===== config.mk =====
export PLATFORM = sky130hd
export DESIGN_NAME = spi_reg_slave_flat
export DESIGN_NICKNAME = d
export VERILOG_FILES = /design/src/rtl/spi_reg_slave_if.sv /design/src/rtl/spi_reg_slave.sv /design/src/flat_wrapper.sv
export SDC_FILE = /design/constraint.sdc
export NUM_CORES = 1
export LEC_CHECK = 0
export ABC_AREA = 1
export CORE_ASPECT_RATIO = 0.75
export CORE_MARGIN = 8
export CORE_UTILIZATION = 45
export CTS_BUF_LIST = sky130_fd_sc_hd__clkbuf_4
export CTS_CLUSTER_DIAMETER = 80
export DETAILED_ROUTE_END_ITERATION = 10
export PLACE_DENSITY = 0.71
export SLEW_MARGIN = 30
export SYNTH_ARGS = -nofsm -noshare
export SYNTH_HDL_FRONTEND = slang
export SYNTH_SLANG_ARGS = --single-unit

===== constraint.sdc =====
create_clock -name clk -period 1.7 [get_ports clk]
set_input_delay 0.34 -clock clk [delete_from_list [all_inputs] [get_ports clk]]
set_output_delay 0.34 -clock clk [all_outputs]
set_load 0.05 [all_outputs]

===== src/rtl/spi_reg_slave_if.sv =====
// SPI pin bundle between an external host and spi_reg_slave.
interface spi_reg_slave_if;
  logic SCLK;
  logic SSEL;
  logic MOSI;
  logic MISO;

  modport slave  (input SCLK, input SSEL, input MOSI, output MISO);
  modport master (output SCLK, output SSEL, output MOSI, input MISO);
endinterface


===== src/rtl/spi_reg_slave.sv =====
// SPI mode-0 register slave: oversampled 16-bit write/read frames into an 8-bit register bank.
// Optional SHADOW_COMMIT_EN: writes land in a shadow bank copied to regs at vsync pulse start.
module spi_reg_slave #(
  parameter int unsigned NUM_REGS    = 8,
  parameter int unsigned SYNC_STAGES = 2
) (
  input  logic                    clk,
  input  logic                    rst_n,
  spi_reg_slave_if.slave          spi,
  input  logic                    vsync,
  output logic [NUM_REGS*8-1:0]   regs,
  output logic                    wr_strobe,
  output logic [2:0]              wr_addr
);

  localparam int unsigned CNT_W  = 5;
  localparam int unsigned BANK_W = NUM_REGS * 8;

  typedef enum logic [1:0] {S_IDLE, S_CMD, S_DATA, S_DONE} state_t;

  logic [SYNC_STAGES-1:0] r_sclk_sync, r_ssel_sync, r_mosi_sync;
  logic                   r_sclk_d, r_ssel_d;
  logic                   w_sclk, w_ssel, w_mosi;
  logic                   w_sclk_rise, w_sclk_fall, w_ssel_rise, w_ssel_fall;

  state_t             r_state, w_state_n;
  logic [CNT_W-1:0]   r_cnt, w_cnt_n;
  logic [6:0]         r_shift, w_shift_n;
  logic               r_rw, w_rw_n;
  logic [6:0]         r_addr, w_addr_n;
  logic [7:0]         r_rd, w_rd_n;
  logic               r_miso, w_miso_n;
  logic [BANK_W-1:0]  r_bank, w_bank_n;
  logic               r_wr_strobe, w_wr_strobe_n;
  logic [2:0]         r_wr_addr, w_wr_addr_n;
  logic [BANK_W-1:0]  w_rd_src;
  logic [6:0]         w_cmd_addr;
  logic [7:0]         w_wdata;

  // Synchronizers plus one delay flop per line for edge detection; SSEL idles high.
  always_ff @(posedge clk or negedge rst_n) begin
    if (!rst_n) begin
      r_sclk_sync <= '0;
      r_ssel_sync <= '1;
      r_mosi_sync <= '0;
      r_sclk_d    <= 1'b0;
      r_ssel_d    <= 1'b1;
    end else begin
      r_sclk_sync <= {r_sclk_sync[SYNC_STAGES-2:0], spi.SCLK};
      r_ssel_sync <= {r_ssel_sync[SYNC_STAGES-2:0], spi.SSEL};
      r_mosi_sync <= {r_mosi_sync[SYNC_STAGES-2:0], spi.MOSI};
      r_sclk_d    <= w_sclk;
      r_ssel_d    <= w_ssel;
    end
  end

  assign w_sclk      = r_sclk_sync[SYNC_STAGES-1];
  assign w_ssel      = r_ssel_sync[SYNC_STAGES-1];
  assign w_mosi      = r_mosi_sync[SYNC_STAGES-1];
  assign w_sclk_rise =  w_sclk & ~r_sclk_d;
  assign w_sclk_fall = ~w_sclk &  r_sclk_d;
  assign w_ssel_rise =  w_ssel & ~r_ssel_d;
  assign w_ssel_fall = ~w_ssel &  r_ssel_d;
  assign w_cmd_addr  = {r_shift[5:0], w_mosi};
  assign w_wdata     = {r_shift, w_mosi};

`ifdef SHADOW_COMMIT_EN
  logic              r_vsync_d;
  logic              w_vsync_rise;
  logic [BANK_W-1:0] r_shadow, w_shadow_n;

  always_ff @(posedge clk or negedge rst_n) begin
    if (!rst_n) begin
      r_vsync_d <= 1'b0;
      r_shadow  <= '0;
    end else begin
      r_vsync_d <= vsync;
      r_shadow  <= w_shadow_n;
    end
  end

  assign w_vsync_rise = vsync & ~r_vsync_d;
  assign w_rd_src     = r_shadow;
`else
  logic w_unused_vsync;
  assign w_unused_vsync = vsync;
  assign w_rd_src       = r_bank;
`endif

  // State register.
  always_ff @(posedge clk or negedge rst_n) begin
    if (!rst_n) begin
      r_state     <= S_IDLE;
      r_cnt       <= '0;
      r_shift     <= '0;
      r_rw        <= 1'b0;
      r_addr      <= '0;
      r_rd        <= '0;
      r_miso      <= 1'b0;
      r_bank      <= '0;
      r_wr_strobe <= 1'b0;
      r_wr_addr   <= '0;
    end else begin
      r_state     <= w_state_n;
      r_cnt       <= w_cnt_n;
      r_shift     <= w_shift_n;
      r_rw        <= w_rw_n;
      r_addr      <= w_addr_n;
      r_rd        <= w_rd_n;
      r_miso      <= w_miso_n;
      r_bank      <= w_bank_n;
      r_wr_strobe <= w_wr_strobe_n;
      r_wr_addr   <= w_wr_addr_n;
    end
  end

  // Next-state and output logic.
  always_comb begin
    w_state_n     = r_state;
    w_cnt_n       = r_cnt;
    w_shift_n     = r_shift;
    w_rw_n        = r_rw;
    w_addr_n      = r_addr;
    w_rd_n        = r_rd;
    w_miso_n      = r_miso;
    w_bank_n      = r_bank;
    w_wr_strobe_n = 1'b0;
    w_wr_addr_n   = r_wr_addr;
`ifdef SHADOW_COMMIT_EN
    w_shadow_n    = r_shadow;
    if (w_vsync_rise) w_bank_n = r_shadow;
`endif

    case (r_state)
      S_IDLE: begin
        w_miso_n = 1'b0;
        if (w_ssel_fall) begin
          w_state_n = S_CMD;
          w_cnt_n   = '0;
        end
      end
      S_CMD: begin
        w_miso_n = 1'b0;
        if (w_sclk_rise) begin
          w_shift_n = {r_shift[5:0], w_mosi};
          w_cnt_n   = r_cnt + CNT_W'(1);
          if (r_cnt == CNT_W'(7)) begin
            w_rw_n    = r_shift[6];
            w_addr_n  = w_cmd_addr;
            w_rd_n    = '0;
            for (int k = 0; k < int'(NUM_REGS); k++)
              if (w_cmd_addr == 7'(k)) w_rd_n = w_rd_src[8*k +: 8];
            w_state_n = S_DATA;
          end
        end
      end
      S_DATA: begin
        if (w_sclk_rise) begin
          w_shift_n = {r_shift[5:0], w_mosi};
          w_cnt_n   = r_cnt + CNT_W'(1);
          if (r_cnt == CNT_W'(15)) begin
            if (r_rw && (r_addr < 7'(NUM_REGS))) begin
              w_wr_strobe_n = 1'b1;
              w_wr_addr_n   = r_addr[2:0];
            end
            w_state_n = S_DONE;
          end
        end else if (w_sclk_fall) begin
          w_miso_n = r_rw ? 1'b0 : r_rd[7];
          w_rd_n   = {r_rd[6:0], 1'b0};
        end
      end
      S_DONE: begin
        if (w_sclk_fall) w_miso_n = 1'b0;
      end
      default: w_state_n = S_IDLE;
    endcase

    // Commit the data byte into whichever bank holds pending writes.
    for (int k = 0; k < int'(NUM_REGS); k++) begin
      if (w_wr_strobe_n && (r_addr == 7'(k))) begin
`ifdef SHADOW_COMMIT_EN
        w_shadow_n[8*k +: 8] = w_wdata;
`else
        w_bank_n[8*k +: 8] = w_wdata;
`endif
      end
    end

    if (w_ssel) w_miso_n = 1'b0;
    if (w_ssel_rise) begin
      w_state_n = S_IDLE;
      w_cnt_n   = '0;
    end
  end

  assign regs      = r_bank;
  assign wr_strobe = r_wr_strobe;
  assign wr_addr   = r_wr_addr;
  assign spi.MISO  = r_miso;

endmodule


===== src/flat_wrapper.sv =====
// flat-port wrapper written by rule: the top's interface ports become plain ports
module spi_reg_slave_flat 
#(
  parameter int unsigned NUM_REGS    = 8,
  parameter int unsigned SYNC_STAGES = 2
)
  (clk, rst_n, vsync, regs, wr_strobe, wr_addr, spi_SCLK, spi_SSEL, spi_MOSI, spi_MISO);
  spi_reg_slave_if spi_i ();
  input  logic clk;
  input  logic rst_n;
  input  logic vsync;
  output logic [NUM_REGS*8-1:0] regs;
  output logic wr_strobe;
  output logic [2:0] wr_addr;
  input wire logic [$bits(spi_i.SCLK)-1:0] spi_SCLK;
  input wire logic [$bits(spi_i.SSEL)-1:0] spi_SSEL;
  input wire logic [$bits(spi_i.MOSI)-1:0] spi_MOSI;
  output wire logic [$bits(spi_i.MISO)-1:0] spi_MISO;
  assign spi_i.SCLK = spi_SCLK;
  assign spi_i.SSEL = spi_SSEL;
  assign spi_i.MOSI = spi_MOSI;
  assign spi_MISO = spi_i.MISO;
  spi_reg_slave #(.NUM_REGS(NUM_REGS), .SYNC_STAGES(SYNC_STAGES)) u_core (.clk(clk), .rst_n(rst_n), .spi(spi_i), .vsync(vsync), .regs(regs), .wr_strobe(wr_strobe), .wr_addr(wr_addr));
endmodule

### Yosys cells after proc, flatten, opt, wreduce, memory -nomap -nowiden

Index checks and enable logic that the tools add are counted.

* add/sub/neg operators: 1
* order comparisons: 1
* equal/unequal tests: 32
* mux-type cells: 34
* bitwise logic cells: 8
* reductions and logical operators: 24

Operator list (count)
* $mux W8: 12
* $eq A7 B3 Y1 const B: 8
* $eq A7 B2 Y1 const B: 4
* $ne A3 B1 Y1 const B: 8
* $pmux W8 S2: 1
* $mux W5: 3
* $eq A7 B1 Y1 const B: 2
* $logic_not A7 Y1: 2
* $mux W2: 6
* $pmux W5 S2: 1
* $logic_and A1 B1 Y1: 9
* $mux W1: 9
* $reduce_and A3 Y1: 3
* $lt A7 B4 Y1 const B: 1
* $ne A2 B1 Y1 const B: 3
* $pmux W2 S3: 1
* $reduce_and A6 Y1: 1
* $add A5 B1 Y5 const B: 1
* $eq A5 B3 Y1 const B: 1
* $eq A5 B4 Y1 const B: 1
* $reduce_and A5 Y1: 1
* $and A1 B1 Y1: 4
* $eq A2 B2 Y1 const B: 2
* $not A1 Y1: 4
* other kinds (11): 12

* flip-flop bits (word level): 107
* input bits: 6
* logic and storage cells: 122

### Depth between registers and ports, before layout

Gate-level depths: netlist of the first run.

* depth in word-level cells: 12
* gate-level depth with buffers: 14
* depth with buffers taken out: 12

### Least setup slack after synthesis of the first run

OpenSTA, ideal clock, no wires.

* path kind: register to register
* start: register u_core.r_cnt[0]
* end: register u_core.r_bank[50] (netlist: u_core.regs[50])
* library setup time: 0.120 ns
* arrival time: 1.738 ns
* path slack: -0.158 ns
* stages on the path, launching flop included: 14
* buffers on the path: 2
* cell sequence: dfrtp_1 -> ha_1 -> nand2_1 -> nor2_1 -> ha_1 -> nand2_1 -> nor2_1 -> nand2_1 -> inv_2 -> buf_6 -> nand2_2 -> buf_6 -> mux2i_1 -> inv_1

* longest elaborated chain between the ends: 5

Ends and longest elaborated chain
* from (decl): line spi_reg_slave.sv:27 `logic [CNT_W-1:0] r_cnt, w_cnt_n;`
* from (signal assigned): line spi_reg_slave.sv:105 `r_cnt <= w_cnt_n;`
* $eq A5 B4 Y1: line spi_reg_slave.sv:161 `if (r_cnt == CNT_W'(15)) begin`
* $mux W1: line spi_reg_slave.sv:161
* $mux W1: line spi_reg_slave.sv:158 `if (w_sclk_rise) begin`
* $mux W1: line spi_reg_slave.sv:134 `case (r_state)`
* $logic_and A1 B1 Y1: line spi_reg_slave.sv:181 `if (w_wr_strobe_n && (r_addr == 7'(k))) begin`
* to (signal assigned): line spi_reg_slave.sv:111 `r_bank <= w_bank_n;`
* to (decl): line spi_reg_slave.sv:33 `logic [BANK_W-1:0] r_bank, w_bank_n;`

No other way between the ends.
A chain may end at the register's enable or synchronous reset.

### Worst setup path after layout of the first run

* start: register u_core.r_cnt[0]
* end: register u_core.r_bank[38] (netlist: u_core.regs[38])

Same word-level chain as after synthesis.

==> flow_summary_export.csv, run 1 <==
group,metric,value,unit
status,status,"finished, violations left",
status,violations,"setup timing",
synthesis,postSynthCellCount,634,
route,antenna_left,0,
synthesis,avgSynthCellArea,8.27,sq um
route,via_per_inst,5.06,
timing,period_needed,1.89,ns
synthesis,ys_ff_latch,107,
clock_network,clk-insertion-delay-late,0.49,ns
global_route,grt_start_max_net_pins,30,
floorplanning,ioPinCount,75,
synthesis,ys_warn_count,0,
place,placed_cells,876,
power,leakagePower,4.20,nW
global_route,gr-total-overflow,0,
clock_network,numCtsBuffers,9,
floorplanning,die_y,110,microns
layout,multiInputGateArea,0.00235,sq mm
setup_path,cp-end-kind,"flop",
synthesis,synthDominantCellAreaShare,0.496,
synthesis,async_flop_share,1.00,
synthesis,synthesis.nets,648,
timing,setup_viol,73,
setup_path,worst_ep_required_time,2.09,ns
place,gp_congestion,0.836,
synthesis,yosys_most_used_dff,"dfrtp_1",
setup_path,reg2reg_to,"u_core.regs[38]$_DFFE_PN0P_",
route,drt-wirelength-per-cell,16.2,microns
global_route,grt_pass1_wl,23500,microns
floorplanning,die-width,141,microns
layout,n_antenna_cell,0,
route,first_pass_iters,5,
route,drt_iter0_markers,311,
clock_network,cts_root_buffer,"clkbuf_4",
synthesis,synth_area,0.00525,sq mm
synthesis,yosysMostFrequentCell,"nand2_1",
layout,final_layout_size_suffix_gt1_frac,0.332,
global_route,met3_usage,0.0438,
job,max_cap_violations,0,
timing,fin_skew,0.0149,ns
layout,fin_nets,778,
layout,final-seq-area,0.00268,sq mm
global_route,track_usage,0.194,
setup_path,rr_worst_depth,12,
route,num_vias,4623,
layout,nFillCells,981,
layout,fin_util,0.609,
layout,final_area,0.00699,sq mm
timing,worst_pin_slew,0.654,ns
setup_path,worst_setup_path_start_kind,"flop",
floorplanning,dieArea,0.0154,sq mm
floorplanning,core_area,0.0115,sq mm
worst_hold_path,whs_path_depth,1,
timing,rsz0062_at_grt,"true",
synthesis,yosys.area.top_type,"dfrtp_1",
setup_path,cp.arrival,2.28,ns
global_route,grt_use_met2,0.320,
timing,slew_headroom,0.560,
place,place_area,0.00629,sq mm
place,dpl.hpwl,10600,microns
synthesis,synth_edf_count,0,
clock_network,cts_tree,"built",
clock_network,path_clk_slew,0.16,ns
floorplanning,initial_core_util,0.457,
place,portBuffers,73,
setup_path,worstPathMaxFanout,10,
synthesis,ys_types,34,
power,powerDensity,1050,mW/mm^2
worst_hold_path,min_to,"u_core.r_ssel_sync[0]$_DFF_PN1_",
timing,worst_slack,-0.190,ns
global_route,top_usage_layer,"met2",
worst_hold_path,min-delay-start,"spi_SSEL",
route,drc,0,
clock_network,clock-sinks,107,
global_route,grt_pass1_vias,4716,
global_route,antenna_found_initial,0,
timing,fin_crit_sh,1.11,
route,wirelength,14800,microns
synthesis,ys_seq_area_frac,0.511,
synthesis,synthTopCellsByArea,"dfrtp_1 50%, nand2_1 10%, inv_1 8.4%",
power,ir_worst_vdd,0.000428,V
layout,instances_no_fill,913,
timing,setup_tns,-7.53,ns
setup_path,r2r_setup_slack,-0.19,ns
timing,max_freq,529,MHz
layout,area.growth.synth_to_final,33.2,%
synthesis,synth_common_cells,"145 x nand2_1, 117 x inv_1, 104 x dfrtp_1",
floorplanning,num_rows,34,
global_route,grtUsageMet1,0.250,
clock_network,htreeDepth,3,
setup_path,worstSetupPathType,"reg2reg",
timing,hold_viol_final,0,
setup_path,regToRegStartpoint,"u_core.r_cnt[0]$_DFFE_PN0P_",
timing,slew_viol_final,0,
worst_hold_path,min-delay-path-class,"in2reg",
clock_network,max-clock-path-buffers,2,
[power breakdown]
group,switching [mW],internal (mW)
Clock,0.883,0.440
Sequential,0.138,2.72
Combinational,1.88,1.31
Total,2.91,4.47
[stage by stage]
stage	total power, mW	hold WS [ns]	worst slack, ns
global placement	5.11	0.307	-0.142
global route	7.81	0.220	-0.286
CTS	6.57	0.213	-0.169
detailed placement	5.19	0.311	-0.222
floorplan	4.28	0.0444	-0.0853
finish	7.37	0.235	-0.190
[critical path, cell delays in order (launching register included)]
cell	delay (ns)
dfrtp_1	0.39
ha_2	0.19
nand2_2	0.06
nor2_2	0.08
ha_2	0.19
nand2_2	0.06
nor2_2	0.07
nand2_1	0.08
inv_2	0.12
buf_6	0.15
nand2_8	0.10
mux2i_1	0.22
inv_1	0.07
[per-layer routing]
metal	part of all wire	up-vias
met5	0	-
met2	0.47	121
li1	-	2237
met4	0.016	0
met3	0.049	22
met1	0.46	2243
[what timing repair did]
item	4_1_cts	5_1_grt
gates cloned	2	2
setup buffers	4	14
hold buffers	1	0
gates resized for setup	58	68
endpoints found under the hold margin	23	0
setup endpoints to repair	74	80
pin swaps	20	15
[sequential cells by signal, summed over array words and instances (netlist names)]
| signal | cells |
|---|---|
| u_core.r_sclk_d | 1 |
| u_core.r_ssel_d | 1 |
| u_core.spi.MISO | 1 |
| u_core.wr_strobe | 1 |
| u_core.r_sclk_sync | 2 |
| u_core.r_addr | 7 |
| u_core.wr_addr | 3 |
| u_core.r_state | 2 |
| u_core.r_rd | 8 |
| u_core.r_rw | 1 |
| u_core.r_shift | 7 |
| u_core.regs | 64 |
| u_core.r_ssel_sync | 2 |
| u_core.r_cnt | 5 |
| u_core.r_mosi_sync | 2 |
[area by class of cell]
| class | count | share of cell area |
|---|---|---|
| Sequential cell | 107 | 0.384 |
| Multi-Input combinational cell | 385 | 0.337 |
| Timing Repair Buffer | 136 | 0.167 |
| Inverter | 125 | 0.0671 |
| Tap cell | 144 | 0.0258 |
| Clock inverter | 7 | 0.00984 |
| Clock buffer | 9 | 0.00967 |
[kinds of logic after synthesis]
group / count (synthesis) / share of synthesized area
compound gates: 66 / 0.0673
fa+ha+maj: 8 / 0.0191
buf+inv: 142 / 0.112
flops: 107 / 0.511
mux: 34 / 0.0649
simple gates: 277 / 0.226
[how the worst max path moves through the flow]
stage,startpoint,to,cells after the start
final,u_core.r_cnt[0]$_DFFE_PN0P_,u_core.regs[38]$_DFFE_PN0P_,12
after global routing,u_core.r_cnt[1]$_DFFE_PN0P_,u_core.regs[5]$_DFFE_PN0P_,12
after CTS,u_core.r_cnt[0]$_DFFE_PN0P_,u_core.regs[10]$_DFFE_PN0P_,12
after detailed placement,u_core.r_cnt[0]$_DFFE_PN0P_,u_core.regs[38]$_DFFE_PN0P_,12
after global placement,u_core.r_cnt[1]$_DFFE_PN0P_,u_core.regs[9]$_DFFE_PN0P_,12
after floorplan,u_core.r_cnt[0]$_DFFE_PN0P_,u_core.regs[50]$_DFFE_PN0P_,13
[layout by cell type (no fill, tap or decap), drive strengths merged, types with 3 or more instances in the layout]
cell type	instances
nand2	151
buf	132
inv	125
dfrtp	104
nor2	70
o21ai	37
mux2i	34
nand3	28
a21oi	23
nor3	12
nand4	11
clkbuf	9
ha	8
or2	3
clkinvlp	3
clkdlybuf4s50	3
dfstp	3
clkinv	3
No activity file was read; power rests on OpenSTA's default activity.
==> run 2, diff against run 1 <==
--- a/config.mk
+++ b/config.mk
@@ -13,6 +13,7 @@
 export CTS_CLUSTER_DIAMETER = 80
 export DETAILED_ROUTE_END_ITERATION = 10
 export PLACE_DENSITY = 0.71
+export SETUP_SLACK_MARGIN = 0.3
 export SLEW_MARGIN = 30
 export SYNTH_ARGS = -nofsm -noshare
 export SYNTH_HDL_FRONTEND = slang
==> run 2 against run 1 <==
  * The flow still finishes with violations (setup timing)
  * Sequential cell count unchanged
  * Critical path depth is the same
  * Sequential share of layout area fell by 3.3 points
  * Register-to-register slack hardly changed
  * Clock power about the same
  * Worst hold slack better by 0.047 ns
  * Combinational power decreased by 15%
  * Global-route usage is 0.92 points higher
==> flow_summary_export.csv, run 2 (same netlist as run 1, synthesis figures left out) <==
group,metric,value,unit
clock_network,numCtsBuffers,9,
layout,nFillCells,887,
setup_path,cp-startpoint,"u_core.r_cnt[1]$_DFFE_PN0P_",
timing,max_freq,528,MHz
setup_path,cp.arrival,2.25,ns
place,dpl.hpwl,10500,microns
place,place_area,0.00631,sq mm
global_route,grt_pass1_wl,25000,microns
floorplanning,num_rows,34,
layout,final_layout_size_suffix_gt1_frac,0.359,
global_route,grt_start_max_net_pins,34,
clock_network,cts_tree,"built",
timing,fin_skew,0.0190,ns
setup_path,reg2reg_to,"u_core.regs[4]$_DFFE_PN0P_",
layout,area.growth.synth_to_final,46.0,%
timing,hold_viol_final,0,
route,drt-wirelength-per-cell,15.9,microns
route,num_vias,4853,
layout,final_cell_mix,"140 x nand2_1, 112 x inv_1, 103 x dfrtp_1, 102 x buf_4, 72 x buf_6",
timing,worst_pin_slew,0.657,ns
setup_path,r2r_setup_slack,-0.20,ns
layout,fin_util,0.667,
layout,n_antenna_cell,0,
layout,fin_nets,829,
timing,slew_headroom,0.559,
global_route,antenna_found_initial,0,
route,via_per_inst,5.03,
route,top_layer,"met4",
floorplanning,initial_core_util,0.457,
setup_path,path_cells,"ha_2, nand2_2, nor2_2, ha_2, nand2_2, nor2_1, nand2_1, inv_2, buf_12, nand2_8, mux2i_1, inv_1",
route,drc,0,
route,antenna_left,0,
setup_path,endpoint,"u_core.regs[4]$_DFFE_PN0P_",
route,drt_iter0_markers,310,
route,wl_met3,973,microns
global_route,grt_pass1_vias,4919,
power,p_int,4.18,mW
setup_path,crit_path_top_delay_cell,"dfrtp_1",
clock_network,path_clk_slew,0.17,ns
setup_path,cp-end-kind,"flop",
route,first_pass_iters,5,
clock_network,max-clock-path-buffers,2,
power,powerDensity,900,mW/mm^2
job,max_cap_violations,0,
power,p_comb_frac,0.393,
setup_path,path_depth,12,
route,wirelength,15300,microns
layout,mostFrequentLayoutCell,"nand2_1",
status,status,"finished, violations left",
clock_network,clk-insertion-delay-late,0.46,ns
setup_path,cpLargestDelayFamily,"simple AND/OR/NAND/NOR gates",
timing,worst_slack,-0.195,ns
route,met2WireLength,7400,microns
global_route,gr-total-overflow,0,
setup_path,worstPathMaxFanout,8,
timing,fin_crit_sh,1.11,
timing,period_needed,1.90,ns
power,switchingPower,2.72,mW
setup_path,worstSetupPathType,"reg2reg",
timing,worst_hold_slack,0.282,ns
floorplanning,die_y,110,microns
power,p_clk_frac,0.192,
floorplanning,core_area,0.0115,sq mm
timing,setup_tns,-8.63,ns
clock_network,clock-sinks,107,
floorplanning,die-width,141,microns
place,gp_congestion,0.860,
setup_path,path_buf_inv,3,
route,drt-met1-wl,6780,microns
setup_path,worst_setup_path_start_kind,"flop",
setup_path,rr_worst_depth,12,
setup_path,worst_ep_required_time,2.05,ns
power,leakagePower,4.56,nW
setup_path,regToRegStartpoint,"u_core.r_cnt[1]$_DFFE_PN0P_",
timing,rsz0062_at_grt,"true",
power,swShare,0.394,
global_route,track_usage,0.203,
status,violations,"setup timing",
floorplanning,dieArea,0.0154,sq mm
timing,slew_viol_final,0,
floorplanning,ioPinCount,75,
layout,largest_reg_flops,64,
worst_hold_path,whs_path_depth,1,
setup_path,max_stage_delay,0.39,ns
clock_network,htreeDepth,3,
layout,final_area,0.00766,sq mm
worst_hold_path,min-delay-path-class,"in2reg",
clock_network,cts_root_buffer,"clkbuf_4",
timing,setup_viol,75,
power,sequentialPowerShare,0.415,
place,portBuffers,73,
power,ir_worst_vdd,0.000604,V
run 2: worst register-to-register path, stage by stage (launching register included):
cell     delay [ns]
dfrtp_1        0.39
ha_2           0.20
nand2_2        0.06
nor2_2         0.08
ha_2           0.20
nand2_2        0.06
nor2_1         0.08
nand2_1        0.09
inv_2          0.11
buf_12         0.16
nand2_8        0.10
mux2i_1        0.21
inv_1          0.05
run 2: routing by layer:
| layer | vias to the layer above | GRT usage |
|---|---|---|
| met1 | 2368 | 0.261 |
| met5 | - | 0 |
| met3 | 16 | 0.0521 |
| li1 | 2323 | - |
| met2 | 146 | 0.343 |
| met4 | 0 | 0.0474 |
run 2: repair_timing:
action | in CTS | in global routing
setup buffers | 55 | 12
setup endpoints to repair | 167 | 167
gates cloned | 2 | 0
resized for setup | 137 | 41
pin swaps | 24 | 14
hold buffers | 1 | 0
endpoints found under the hold margin | 23 | 0
run 2: worst min-delay path by stage:
stage          startpoint                              end  slack (ns)
3_5_place_dp        rst_n      u_core.r_cnt[2]$_DFFE_PN0P_        0.30
2_1_floorplan       rst_n     u_core.r_addr[0]$_DFFE_PN0P_        0.04
3_3_place_gp        rst_n      u_core.r_cnt[1]$_DFFE_PN0P_        0.30
4_1_cts          spi_SSEL  u_core.r_ssel_sync[0]$_DFF_PN1_        0.24
6_report         spi_SSEL  u_core.r_ssel_sync[0]$_DFF_PN1_        0.28
5_1_grt          spi_SSEL  u_core.r_ssel_sync[0]$_DFF_PN1_        0.23
run 2: final cells by class:
class	instances	area, sq um	area share
repair buffers	187	1810	0.236
inverters	125	472	0.0616
clock inverters	7	76.3	0.00996
flip-flops and latches	107	2680	0.350
clock buffers	9	67.6	0.00882
well taps	144	180	0.0235
multi-input cells	385	2380	0.310
run 2: per-stage QoR:
step | power [mW] | instances | setup slack (ns)
after CTS | 6.76 | 952 | -0.156
after floorplan | 4.31 | 634 | -0.0853
after global placement | 5.11 | 878 | -0.121
final | 6.89 | 964 | -0.195
after global routing | 7.30 | 964 | -0.340
after detailed placement | 5.20 | 878 | -0.176
run 2: power by group through the flow:
stage / Clock, mW / Sequential [mW] / Combinational [mW]
6_report: 1.32 / 2.86 / 2.71
5_1_grt: 1.45 / 2.88 / 2.97
4_1_cts: 1.37 / 2.85 / 2.53
3_5_place_dp: 0 / 2.90 / 2.30
3_3_place_gp: 0 / 2.89 / 2.22
2_1_floorplan: 0 / 2.89 / 1.42
==> run 3, diff against run 2 <==
--- a/config.mk
+++ b/config.mk
@@ -13,7 +13,6 @@
 export CTS_CLUSTER_DIAMETER = 80
 export DETAILED_ROUTE_END_ITERATION = 10
 export PLACE_DENSITY = 0.71
-export SETUP_SLACK_MARGIN = 0.3
 export SLEW_MARGIN = 30
 export SYNTH_ARGS = -nofsm -noshare
 export SYNTH_HDL_FRONTEND = slang
==> results of run 3 <==
The final DEF is identical to that of run 1; final timing and power are the same.
